[src/rtl/multicycle_decoder_pkg.sv]
// Shared definitions for the multicycle MIPS-subset decoder: opcode/funct
// values, ALU control encodings, FSM states and instruction classes.
package multicycle_decoder_pkg;

    localparam logic [5:0] OP_RTYPE = 6'b000000;
    localparam logic [5:0] OP_J     = 6'b000010;
    localparam logic [5:0] OP_JAL   = 6'b000011;
    localparam logic [5:0] OP_BEQ   = 6'b000100;
    localparam logic [5:0] OP_ADDIU = 6'b001001;
    localparam logic [5:0] OP_ORI   = 6'b001101;
    localparam logic [5:0] OP_LW    = 6'b100011;
    localparam logic [5:0] OP_SW    = 6'b101011;

    localparam logic [5:0] FN_ADDU = 6'b100001;
    localparam logic [5:0] FN_SUBU = 6'b100011;
    localparam logic [5:0] FN_AND  = 6'b100100;
    localparam logic [5:0] FN_OR   = 6'b100101;
    localparam logic [5:0] FN_SLTU = 6'b101011;
    localparam logic [5:0] FN_MFHI = 6'b010000;
    localparam logic [5:0] FN_MFLO = 6'b010010;
    localparam logic [5:0] FN_MULT = 6'b011000;

    localparam logic [2:0] ALU_ADD  = 3'b101;
    localparam logic [2:0] ALU_SUB  = 3'b001;
    localparam logic [2:0] ALU_AND  = 3'b111;
    localparam logic [2:0] ALU_OR   = 3'b110;
    localparam logic [2:0] ALU_SLTU = 3'b000;
    localparam logic [2:0] ALU_NONE = 3'b010;

    typedef enum logic [2:0] {
        FETCH, DECODE, EXEC, MEM, WB, MULT
    } state_e;

    typedef enum logic [3:0] {
        CL_ILLEGAL, CL_RALU, CL_MFHI, CL_MFLO, CL_MULT, CL_LW,
        CL_SW, CL_BEQ, CL_ADDIU, CL_ORI, CL_J, CL_JAL
    } op_class_e;

endpackage

[src/rtl/multicycle_decoder_classifier.sv]
// Combinational instruction classifier: maps the held instruction word to an
// operation class, its ALU control code and an illegal flag.
module instr_classifier
    import multicycle_decoder_pkg::*;
(
    input  logic [31:0] ir,
    output op_class_e   op_class,
    output logic [2:0]  alu_op,
    output logic        illegal
);

    logic [5:0] opcode;
    logic [5:0] funct;
    logic       unused_fields;

    assign opcode        = ir[31:26];
    assign funct         = ir[5:0];
    assign unused_fields = ^ir[25:6];

    always_comb begin
        op_class = CL_ILLEGAL;
        alu_op   = ALU_NONE;
        case (opcode)
            OP_RTYPE: begin
                case (funct)
                    FN_ADDU: begin op_class = CL_RALU; alu_op = ALU_ADD;  end
                    FN_SUBU: begin op_class = CL_RALU; alu_op = ALU_SUB;  end
                    FN_AND:  begin op_class = CL_RALU; alu_op = ALU_AND;  end
                    FN_OR:   begin op_class = CL_RALU; alu_op = ALU_OR;   end
                    FN_SLTU: begin op_class = CL_RALU; alu_op = ALU_SLTU; end
                    FN_MFHI: op_class = CL_MFHI;
                    FN_MFLO: op_class = CL_MFLO;
                    FN_MULT: op_class = CL_MULT;
                    default: op_class = CL_ILLEGAL;
                endcase
            end
            OP_LW:    begin op_class = CL_LW;    alu_op = ALU_ADD; end
            OP_SW:    begin op_class = CL_SW;    alu_op = ALU_ADD; end
            OP_ADDIU: begin op_class = CL_ADDIU; alu_op = ALU_ADD; end
            OP_ORI:   begin op_class = CL_ORI;   alu_op = ALU_OR;  end
            OP_BEQ:   begin op_class = CL_BEQ;   alu_op = ALU_SUB; end
            OP_J:     op_class = CL_J;
            OP_JAL:   op_class = CL_JAL;
            default:  op_class = CL_ILLEGAL;
        endcase
    end

    assign illegal = (op_class == CL_ILLEGAL);

endmodule

[src/rtl/multicycle_decoder.sv]
// Multicycle control unit: FETCH/DECODE/EXEC/MEM/WB/MULT sequencer driving
// datapath strobes from the state, the held instruction register and zero.
module multicycle_decoder
    import multicycle_decoder_pkg::*;
#(
    parameter int MULT_LATENCY = 4,
    parameter int ALUCTRL_W    = 3
) (
    input  logic                 clk,
    input  logic                 reset,
    input  logic [31:0]          instr,
    input  logic                 instr_valid,
    input  logic                 zero,
    input  logic                 mem_ready,
    output logic                 instr_ack,
    output logic                 memread,
    output logic                 memwrite,
    output logic                 memtoreg,
    output logic                 regwrite,
    output logic                 alusrcbimm,
    output logic                 dobranch,
    output logic                 dojump,
    output logic                 dolink,
    output logic [4:0]           destreg,
    output logic [ALUCTRL_W-1:0] alucontrol,
    output logic                 zeroext_imm,
    output logic                 mult_busy,
    output logic                 hilo_write,
    output logic                 hilo_sel,
    output logic                 illegal
);

    state_e      state;
    logic [31:0] ir;
    logic [3:0]  count;
    logic        rst_d;
    logic        quiet;
    op_class_e   cls;
    logic [2:0]  alu_op;
    logic        cls_illegal;
    logic        rtype;

    instr_classifier u_classifier (
        .ir       (ir),
        .op_class (cls),
        .alu_op   (alu_op),
        .illegal  (cls_illegal)
    );

    // The cycle after reset is kept silent too, so no fetch is accepted then.
    assign quiet = reset | rst_d;
    assign rtype = (cls == CL_RALU) || (cls == CL_MFHI) || (cls == CL_MFLO);

    always_ff @(posedge clk) begin
        if (reset) begin
            state <= FETCH;
            ir    <= '0;
            count <= '0;
            rst_d <= 1'b1;
        end else begin
            rst_d <= 1'b0;
            case (state)
                FETCH: begin
                    if (instr_valid && !rst_d) begin
                        ir    <= instr;
                        state <= DECODE;
                    end
                end
                DECODE: begin
                    if (cls_illegal || cls == CL_J || cls == CL_JAL) begin
                        state <= FETCH;
                    end else if (cls == CL_MULT) begin
                        count <= 4'(MULT_LATENCY - 1);
                        state <= MULT;
                    end else begin
                        state <= EXEC;
                    end
                end
                EXEC: begin
                    if (cls == CL_BEQ)
                        state <= FETCH;
                    else if (cls == CL_LW || cls == CL_SW)
                        state <= MEM;
                    else
                        state <= WB;
                end
                MEM: begin
                    if (mem_ready)
                        state <= (cls == CL_LW) ? WB : FETCH;
                end
                WB: state <= FETCH;
                MULT: begin
                    if (count == 4'd0)
                        state <= FETCH;
                    else
                        count <= count - 4'd1;
                end
                default: state <= FETCH;
            endcase
        end
    end

    always_comb begin
        instr_ack   = 1'b0;
        memread     = 1'b0;
        memwrite    = 1'b0;
        memtoreg    = 1'b0;
        regwrite    = 1'b0;
        alusrcbimm  = 1'b0;
        dobranch    = 1'b0;
        dojump      = 1'b0;
        dolink      = 1'b0;
        destreg     = '0;
        alucontrol  = '0;
        zeroext_imm = 1'b0;
        mult_busy   = 1'b0;
        hilo_write  = 1'b0;
        hilo_sel    = 1'b0;
        illegal     = 1'b0;
        if (!quiet) begin
            case (state)
                FETCH: instr_ack = instr_valid;
                DECODE: begin
                    if (cls == CL_J) begin
                        dojump = 1'b1;
                    end else if (cls == CL_JAL) begin
                        dojump   = 1'b1;
                        dolink   = 1'b1;
                        regwrite = 1'b1;
                        destreg  = 5'd31;
                    end else if (cls_illegal) begin
                        illegal = 1'b1;
                    end
                end
                EXEC: begin
                    alucontrol  = ALUCTRL_W'(alu_op);
                    alusrcbimm  = (cls == CL_LW) || (cls == CL_SW) ||
                                  (cls == CL_ADDIU) || (cls == CL_ORI);
                    zeroext_imm = (cls == CL_ORI);
                    dobranch    = (cls == CL_BEQ) && zero;
                end
                MEM: begin
                    alucontrol = ALUCTRL_W'(alu_op);
                    memread    = (cls == CL_LW);
                    memwrite   = (cls == CL_SW);
                end
                WB: begin
                    alucontrol = ALUCTRL_W'(alu_op);
                    regwrite   = 1'b1;
                    destreg    = rtype ? ir[15:11] : ir[20:16];
                    memtoreg   = (cls == CL_LW);
                    hilo_sel   = (cls == CL_MFHI);
                end
                MULT: begin
                    mult_busy  = 1'b1;
                    hilo_write = (count == 4'd0);
                end
                default: ;
            endcase
        end
    end

endmodule

[config.mk]
export PLATFORM = sky130hd
export DESIGN_NAME = multicycle_decoder
export DESIGN_NICKNAME = d
export VERILOG_FILES = /design/src/rtl/multicycle_decoder_pkg.sv /design/src/rtl/multicycle_decoder_classifier.sv /design/src/rtl/multicycle_decoder.sv
export SDC_FILE = /design/constraint.sdc
export NUM_CORES = 1
export LEC_CHECK = 0
export CAP_MARGIN = 15
export CORE_ASPECT_RATIO = 1.2
export CORE_UTILIZATION = 40
export DETAILED_ROUTE_END_ITERATION = 10
export PLACE_DENSITY = 0.71
export SLEW_MARGIN = 20
export SYNTH_ARGS = -nofsm -noshare
export SYNTH_HDL_FRONTEND = slang
export SYNTH_SLANG_ARGS = --single-unit
[constraint.sdc]
create_clock -name clk -period 2.6 [get_ports clk]
set_input_delay 0.78 -clock clk [delete_from_list [all_inputs] [get_ports clk]]
set_output_delay 0.78 -clock clk [all_outputs]
set_load 0.02 [all_outputs]
==> impl_metrics.tcl, run 1 <==
set metrics [dict create \
    dp_hpwl_mm 3.803 \
    die_w_um 63.50 \
    power_leakage_nw 1.220 \
    min_delay_path_class "reg2reg" \
    layout_nets 381 \
    max_freq_ghz 0.3333 \
    rsz_0062_raised_after_global_routing "yes" \
    diodes 0 \
    timing.critical_path.required_ns 1.82 \
    postSynth.asyncResetShare_pct 0 \
    die-height_um 75.80 \
    core_area_um2 4294 \
    timing_worst_slew_pin_value_ns 0.5906 \
    layout_common_cells "56 x sky130_fd_sc_hd__nand2_1, 51 x sky130_fd_sc_hd__buf_4, 31 x sky130_fd_sc_hd__a21oi_1" \
    post_synth_instance_area_um2 1815 \
    vdd.ir_drop.worst_mv 0.2877 \
    clock_path_buffers 2 \
    syn-instance-count 251 \
    synth_register_bits 30 \
    vias_per_cell 5.376 \
    grt_pass1_vias 1949 \
    clock_tree_from_tritoncts "yes" \
    outcome "finished, violations left" \
    remaining_drc_errors 0 \
    grt_start_max_net_pins 27 \
    most_common_cell_after_layout_fill_and_taps_aside "sky130_fd_sc_hd__nand2_1" \
    power.density_nw_per_um2 399.2 \
    reg2reg_from "ir[28]" \
    antenna_violating_nets_post_route 0 \
    cts.clk_slew.worst_paths_ns 0.06 \
    criticalPathCategory "reg2out" \
    maxSlewHeadroom_pct 60.63 \
    insertion_delay_ns 0.29 \
    synth-edff-count 0 \
    detailedRoute.firstPassIterationCount 7 \
    detail_route.iter0.violations 155 \
    grt_util_all_layers_pct 23.69 \
    fin_skew_ns 0.008395 \
    multi_input_area_um2 1354 \
    worst_setup_path_end_kind "output pin" \
    clkSinkCount 30 \
    setup_viol 9 \
    synth_cell_types 49 \
    wire_per_inst_um 14.68 \
    io_pins 59 \
    detail_route.wirelength_mm 5.859 \
    regArea_um2 610.6 \
    htreeDepth 2 \
    grt.overflow.total 0 \
    antenna_found_initial 0 \
    post-route-period-util_pct 115.4 \
    placement_rows 26 \
    floorplan.initialDensity_pct 42.28 \
    globalplace.congestion 0.8759 \
    numPortBuffers 48 \
    worst_slack_ns -0.4002 \
    area_growth_from_synthesis_to_layout_pct 66.23 \
    layout-drive-gt1-share_pct 39.07 \
    final.setup.tns_ns -2.086 \
    postLayoutCoreUtil_pct 70.28 \
    vias 2145 \
    path_max_fanout 2 \
    maxCapViolations 0 \
    layout_min_cycle_time_ns 3.000 \
    tritoncts.num_buffers 5 \
    synth_warnings 0 \
    dieArea_um2 4813 \
    sequential_share_of_the_synthesized_area_pct 33.08 \
    global_route_wire_length_before_repair_mm 8.907 \
    syn-num-nets 290 \
    hold_viol 0 \
    layout_fillers 345 \
    ctsRootBufferMaster "sky130_fd_sc_hd__clkbuf_8" \
    crit_arrival_ns 2.22 \
    report.final.slew_viol_count 0 \
    hold_path_startpoint "ir[11]" \
    critical_path_source "ir[28]" \
    synthFlopType "sky130_fd_sc_hd__dfxtp_1" \
    failing_checks "setup timing" \
    critPathLaunchType "register" \
    synth_area_per_cell_um2 7.233 \
]
-- power by group --
part	internal, mW	total, mW	switching, mW
logic	0.164	0.308	0.144
clock network	0.212	0.400	0.188
registers	0.480	0.497	0.0173
-- kinds of logic (layout without fill, tap and decap cells) --
kind of cell | count (synthesis) | count (layout) | synth area share, %
xor+xnor | 4 | 4 | 1.930
fa+ha+maj | 2 | 2 | 1.378
simple gates | 130 | 130 | 37.01
buf+inv | 21 | 113 | 4.342
mux | 5 | 5 | 2.757
flops | 30 | 30 | 33.08
compound gates | 59 | 59 | 19.50
-- registers in the layout, indices dropped and copies added, names as in the netlist --
signal,cells
rst_d,1
count,4
state,3
ir,22
-- final cells by class --
class                           count  area share (%)
Tap cell                           56           2.322
Multi-Input combinational cell    200           44.86
Timing Repair Buffer              100           28.81
Clock inverter                      2          0.4146
Sequential cell                    30           20.23
Inverter                            5          0.6219
Clock buffer                        6           2.736
-- path summary, 6_finish.rpt --
| check | end | slack [ns] | cells past startpoint |
|---|---|---|---|
| setup / recovery | alucontrol[2] | -0.40 | 6 |
| hold / removal | ir[11] | 0.46 | 2 |
| setup reg to reg | count[1] | 0.60 | 8 |
| hold reg to reg | ir[11] | 0.46 | 2 |
-- worst max-delay path: stages, from the launching register on --
cell and delay [ns]:
sky130_fd_sc_hd__dfxtp_2 0.33, sky130_fd_sc_hd__nor4_4 0.38, sky130_fd_sc_hd__nand2_4 0.10, sky130_fd_sc_hd__nor2_4 0.12
sky130_fd_sc_hd__or4b_4 0.49, sky130_fd_sc_hd__a2111oi_4 0.32, sky130_fd_sc_hd__buf_4 0.20
-- routing by layer --
layer | wire length, um | vias up | GRT usage (%)
met5 | 0 | - | 0
met4 | 201 | 0 | 10.35
met3 | 237 | 29 | 4.491
met2 | 3103 | 71 | 43.62
met1 | 2317 | 991 | 26.88
li1 | - | 1054 | -
-- stage by stage --
step                cells  hold slack, ns  power (mW)  setup WS, ns  instance area (um^2)
floorplan             251          0.4357      0.6211      -0.09939                  1828
detailed placement    380          0.4465      0.7380       -0.9254                  2633
finish                399          0.4564       1.205       -0.4002                  3018
global placement      380          0.4414      0.7348       -0.9100                  2633
global route          399          0.4924       1.249       -0.4745                  3018
CTS                   396          0.4555       1.181       -0.3774                  2893
-- Yosys cell counts (all sizes together), types with 2 or more instances --
| cell type | instances | area share (%) |
|---|---|---|
| a21oi | 37 | 10 |
| nor4 | 7 | 3.2 |
| nor3b | 4 | 1.9 |
| nand3 | 3 | 0.83 |
| nor2 | 21 | 4.5 |
| a2111oi | 2 | 1.3 |
| inv | 5 | 1.0 |
| ha | 2 | 1.4 |
| nand2 | 58 | 12 |
| dfxtp | 30 | 33 |
| a211oi | 2 | 0.83 |
| and3b | 2 | 0.97 |
| clkbuf | 16 | 3.3 |
| o21bai | 3 | 1.4 |
| xor2 | 3 | 1.4 |
| nor3 | 5 | 1.4 |
| o21ai | 5 | 1.4 |
| a21o | 3 | 1.2 |
| nand3b | 4 | 1.7 |
| nand2b | 4 | 1.5 |
| mux2i | 5 | 2.8 |
| and3 | 3 | 1.0 |
| or2 | 3 | 1.0 |
| nor2b | 6 | 2.1 |
| nor4b | 2 | 0.97 |
-- repair_timing --
| item | CTS | global route |
|---|---|---|
| resized for setup | 147 | 38 |
| pin swaps | 12 | 17 |
| setup endpoints to repair | 22 | 22 |
| hold buffers | 0 | 0 |
| setup buffers | 8 | 7 |
No activity file was read; power rests on OpenSTA's default activity.
==> run 2, diff against run 1 <==
--- a/config.mk
+++ b/config.mk
@@ -8,6 +8,7 @@
 export CAP_MARGIN = 15
 export CORE_ASPECT_RATIO = 1.2
 export CORE_UTILIZATION = 40
+export CTS_BUF_LIST = sky130_fd_sc_hd__clkbuf_4 sky130_fd_sc_hd__clkbuf_8 sky130_fd_sc_hd__clkbuf_16
 export DETAILED_ROUTE_END_ITERATION = 10
 export PLACE_DENSITY = 0.71
 export SLEW_MARGIN = 20
==> results of run 2 <==
The final DEF is identical to that of run 1; final timing and power are the same.
==> run 3, diff against run 2 <==
--- a/config.mk
+++ b/config.mk
@@ -7,10 +7,10 @@
 export LEC_CHECK = 0
 export CAP_MARGIN = 15
 export CORE_ASPECT_RATIO = 1.2
-export CORE_UTILIZATION = 40
+export CORE_UTILIZATION = 46
 export CTS_BUF_LIST = sky130_fd_sc_hd__clkbuf_4 sky130_fd_sc_hd__clkbuf_8 sky130_fd_sc_hd__clkbuf_16
 export DETAILED_ROUTE_END_ITERATION = 10
-export PLACE_DENSITY = 0.71
+export PLACE_DENSITY = 0.8
 export SLEW_MARGIN = 20
 export SYNTH_ARGS = -nofsm -noshare
 export SYNTH_HDL_FRONTEND = slang
==> impl_metrics.tcl, run 3 (same netlist as run 1, synthesis figures left out) <==
set metrics [dict create \
    antenna_found_initial 0 \
    min_delay_path_class "reg2reg" \
    power.net_switching_mw 0.3149 \
    post-route-period-util_pct 116.8 \
    layout_min_cycle_time_ns 3.037 \
    vias 2078 \
    timing_worst_slew_pin_value_ns 0.5522 \
    largest_register "ir" \
    clock_tree_from_tritoncts "yes" \
    globalplace.congestion 0.8980 \
    critical_path_source "ir[28]" \
    netSwitchingFraction_pct 27.70 \
    antenna_violating_nets_post_route 0 \
    maxCapViolations 0 \
    worstRegToRegCells 8 \
    hold_viol 0 \
    timing.critical_path.required_ns 1.82 \
    regToRegEndpoint "state[2]" \
    cp_endpoint "alucontrol[2]" \
    cts.clk_slew.worst_paths_ns 0.06 \
    grt_pass1_vias 1985 \
    maxSlewHeadroom_pct 63.19 \
    power_leakage_nw 1.147 \
    clock_path_buffers 2 \
    vias_per_cell 5.440 \
    comb_power_share_pct 24.0 \
    criticalPathCategory "reg2out" \
    ctsRootBufferMaster "sky130_fd_sc_hd__clkbuf_8" \
    power.sequential.fraction_pct 43.6 \
    detailedRoute.firstPassIterationCount 4 \
    flip_flop_count_of_the_largest_register_all_copies_and_words_added 22 \
    grt.overflow.total 0 \
    io_pins 59 \
    tritoncts.num_buffers 5 \
    vdd.ir_drop.worst_mv 0.3955 \
    outcome "finished, violations left" \
    die_w_um 59.35 \
    dieArea_um2 4203 \
    max_freq_ghz 0.3293 \
    grt_util_all_layers_pct 26.96 \
    worst_setup_path_end_kind "output pin" \
    reg2reg_from "ir[28]" \
    critPathLaunchType "register" \
    hold-path-cell-count 2 \
    place_ws_ns -0.9557 \
    layout_top_registers "ir (22), count (4), state (3)" \
    detail_route.iter0.violations 87 \
    layout_nets 370 \
    crit_arrival_ns 2.26 \
    clkSinkCount 30 \
    failing_checks "setup timing" \
    remaining_drc_errors 0 \
    worst_slack_ns -0.4365 \
    most_common_cell_after_layout_fill_and_taps_aside "sky130_fd_sc_hd__nand2_1" \
    insertion_delay_ns 0.28 \
    rsz_0062_raised_after_global_routing "yes" \
    wire_per_inst_um 14.30 \
    placement_rows 24 \
    layout-drive-gt1-share_pct 33.03 \
    global_route_wire_length_before_repair_mm 8.652 \
    report.final.slew_viol_count 0 \
    fin_skew_ns 0.006816 \
    htreeDepth 2 \
    internal_cell_power_mw 0.8219 \
    layout_common_cells "57 x sky130_fd_sc_hd__nand2_1, 52 x sky130_fd_sc_hd__buf_4, 34 x sky130_fd_sc_hd__a21oi_1" \
    dp_hpwl_mm 3.663 \
    area_growth_from_synthesis_to_layout_pct 56.58 \
    ff2ff_setup_slack_ns 0.66 \
    grt_start_max_net_pins 23 \
    setup_viol 9 \
    detail_route.wirelength_mm 5.463 \
    final.setup.tns_ns -1.332 \
    clkPwrFrac_pct 32.4 \
    core_area_um2 3694 \
    diodes 0 \
    path_max_fanout 2 \
    numPortBuffers 48 \
    floorplan.initialDensity_pct 49.15 \
    die-height_um 70.82 \
    power.density_nw_per_um2 399.9 \
]
run 3: power groups by stage:
stage          clock (mW)  combinational (mW)  sequential, mW
2_1_floorplan           0               0.119           0.502
3_3_place_gp            0               0.225           0.503
3_5_place_dp            0               0.228           0.504
4_1_cts             0.372               0.252           0.496
5_1_grt             0.398               0.293           0.498
6_report            0.368               0.272           0.496
run 3: layout make-up:
class | instances | area (um^2)
fill | 264 | 850.8
timing repair buffer | 89 | 747.0
sequential | 30 | 609.3
multi-input combinational | 200 | 1320
clock buffer | 6 | 82.58
tap | 52 | 65.06
inverter | 5 | 18.77
run 3: stage by stage:
step / std cells / cell area (um^2) / hold WS (ns) / power [mW] / utilization (%)
final: 382 / 2843 / 0.4535 / 1.137 / 76.96
after global routing: 382 / 2843 / 0.4761 / 1.190 / 76.96
after detailed placement: 371 / 2590 / 0.4470 / 0.7321 / 70.12
after CTS: 381 / 2756 / 0.4548 / 1.119 / 74.63
after global placement: 371 / 2590 / 0.4422 / 0.7276 / 70.12
after floorplan: 251 / 1828 / 0.4357 / 0.6211 / -
run 3: worst min-delay path by stage:
stage                start  endpoint  slack (ns)
floorplan           ir[11]    ir[11]        0.44
finish              ir[17]    ir[17]        0.45
detailed placement  ir[17]    ir[17]        0.45
global placement    ir[16]    ir[16]        0.44
CTS                 ir[17]    ir[17]        0.45
global route        ir[17]    ir[17]        0.48
run 3: worst max-delay path: stages (launching register included):
cell	delay, ns
sky130_fd_sc_hd__dfxtp_2	0.33
sky130_fd_sc_hd__nor4_4	0.36
sky130_fd_sc_hd__nand2_4	0.09
sky130_fd_sc_hd__nor2_4	0.12
sky130_fd_sc_hd__or4b_4	0.49
sky130_fd_sc_hd__a2111oi_4	0.37
sky130_fd_sc_hd__buf_4	0.21
run 3: metal layers:
layer  vias up  track usage (%)  part of all wire (%)
li1       1032                -                     -
met1       977            32.09                    40
met2        56            45.19                    53
met3        13            5.667                   4.7
met4         0            12.70                   2.3
met5         -                0                     0
run 3: what timing repair did:
| item | in CTS | in global routing |
|---|---|---|
| hold endpoints to repair | 0 | 0 |
| resized for setup | 128 | 33 |
| setup buffers | 4 | 2 |
| pin swaps | 12 | 14 |
| gates cloned | 0 | 0 |
| setup endpoints to repair | 22 | 16 |
| hold buffers | 0 | 0 |
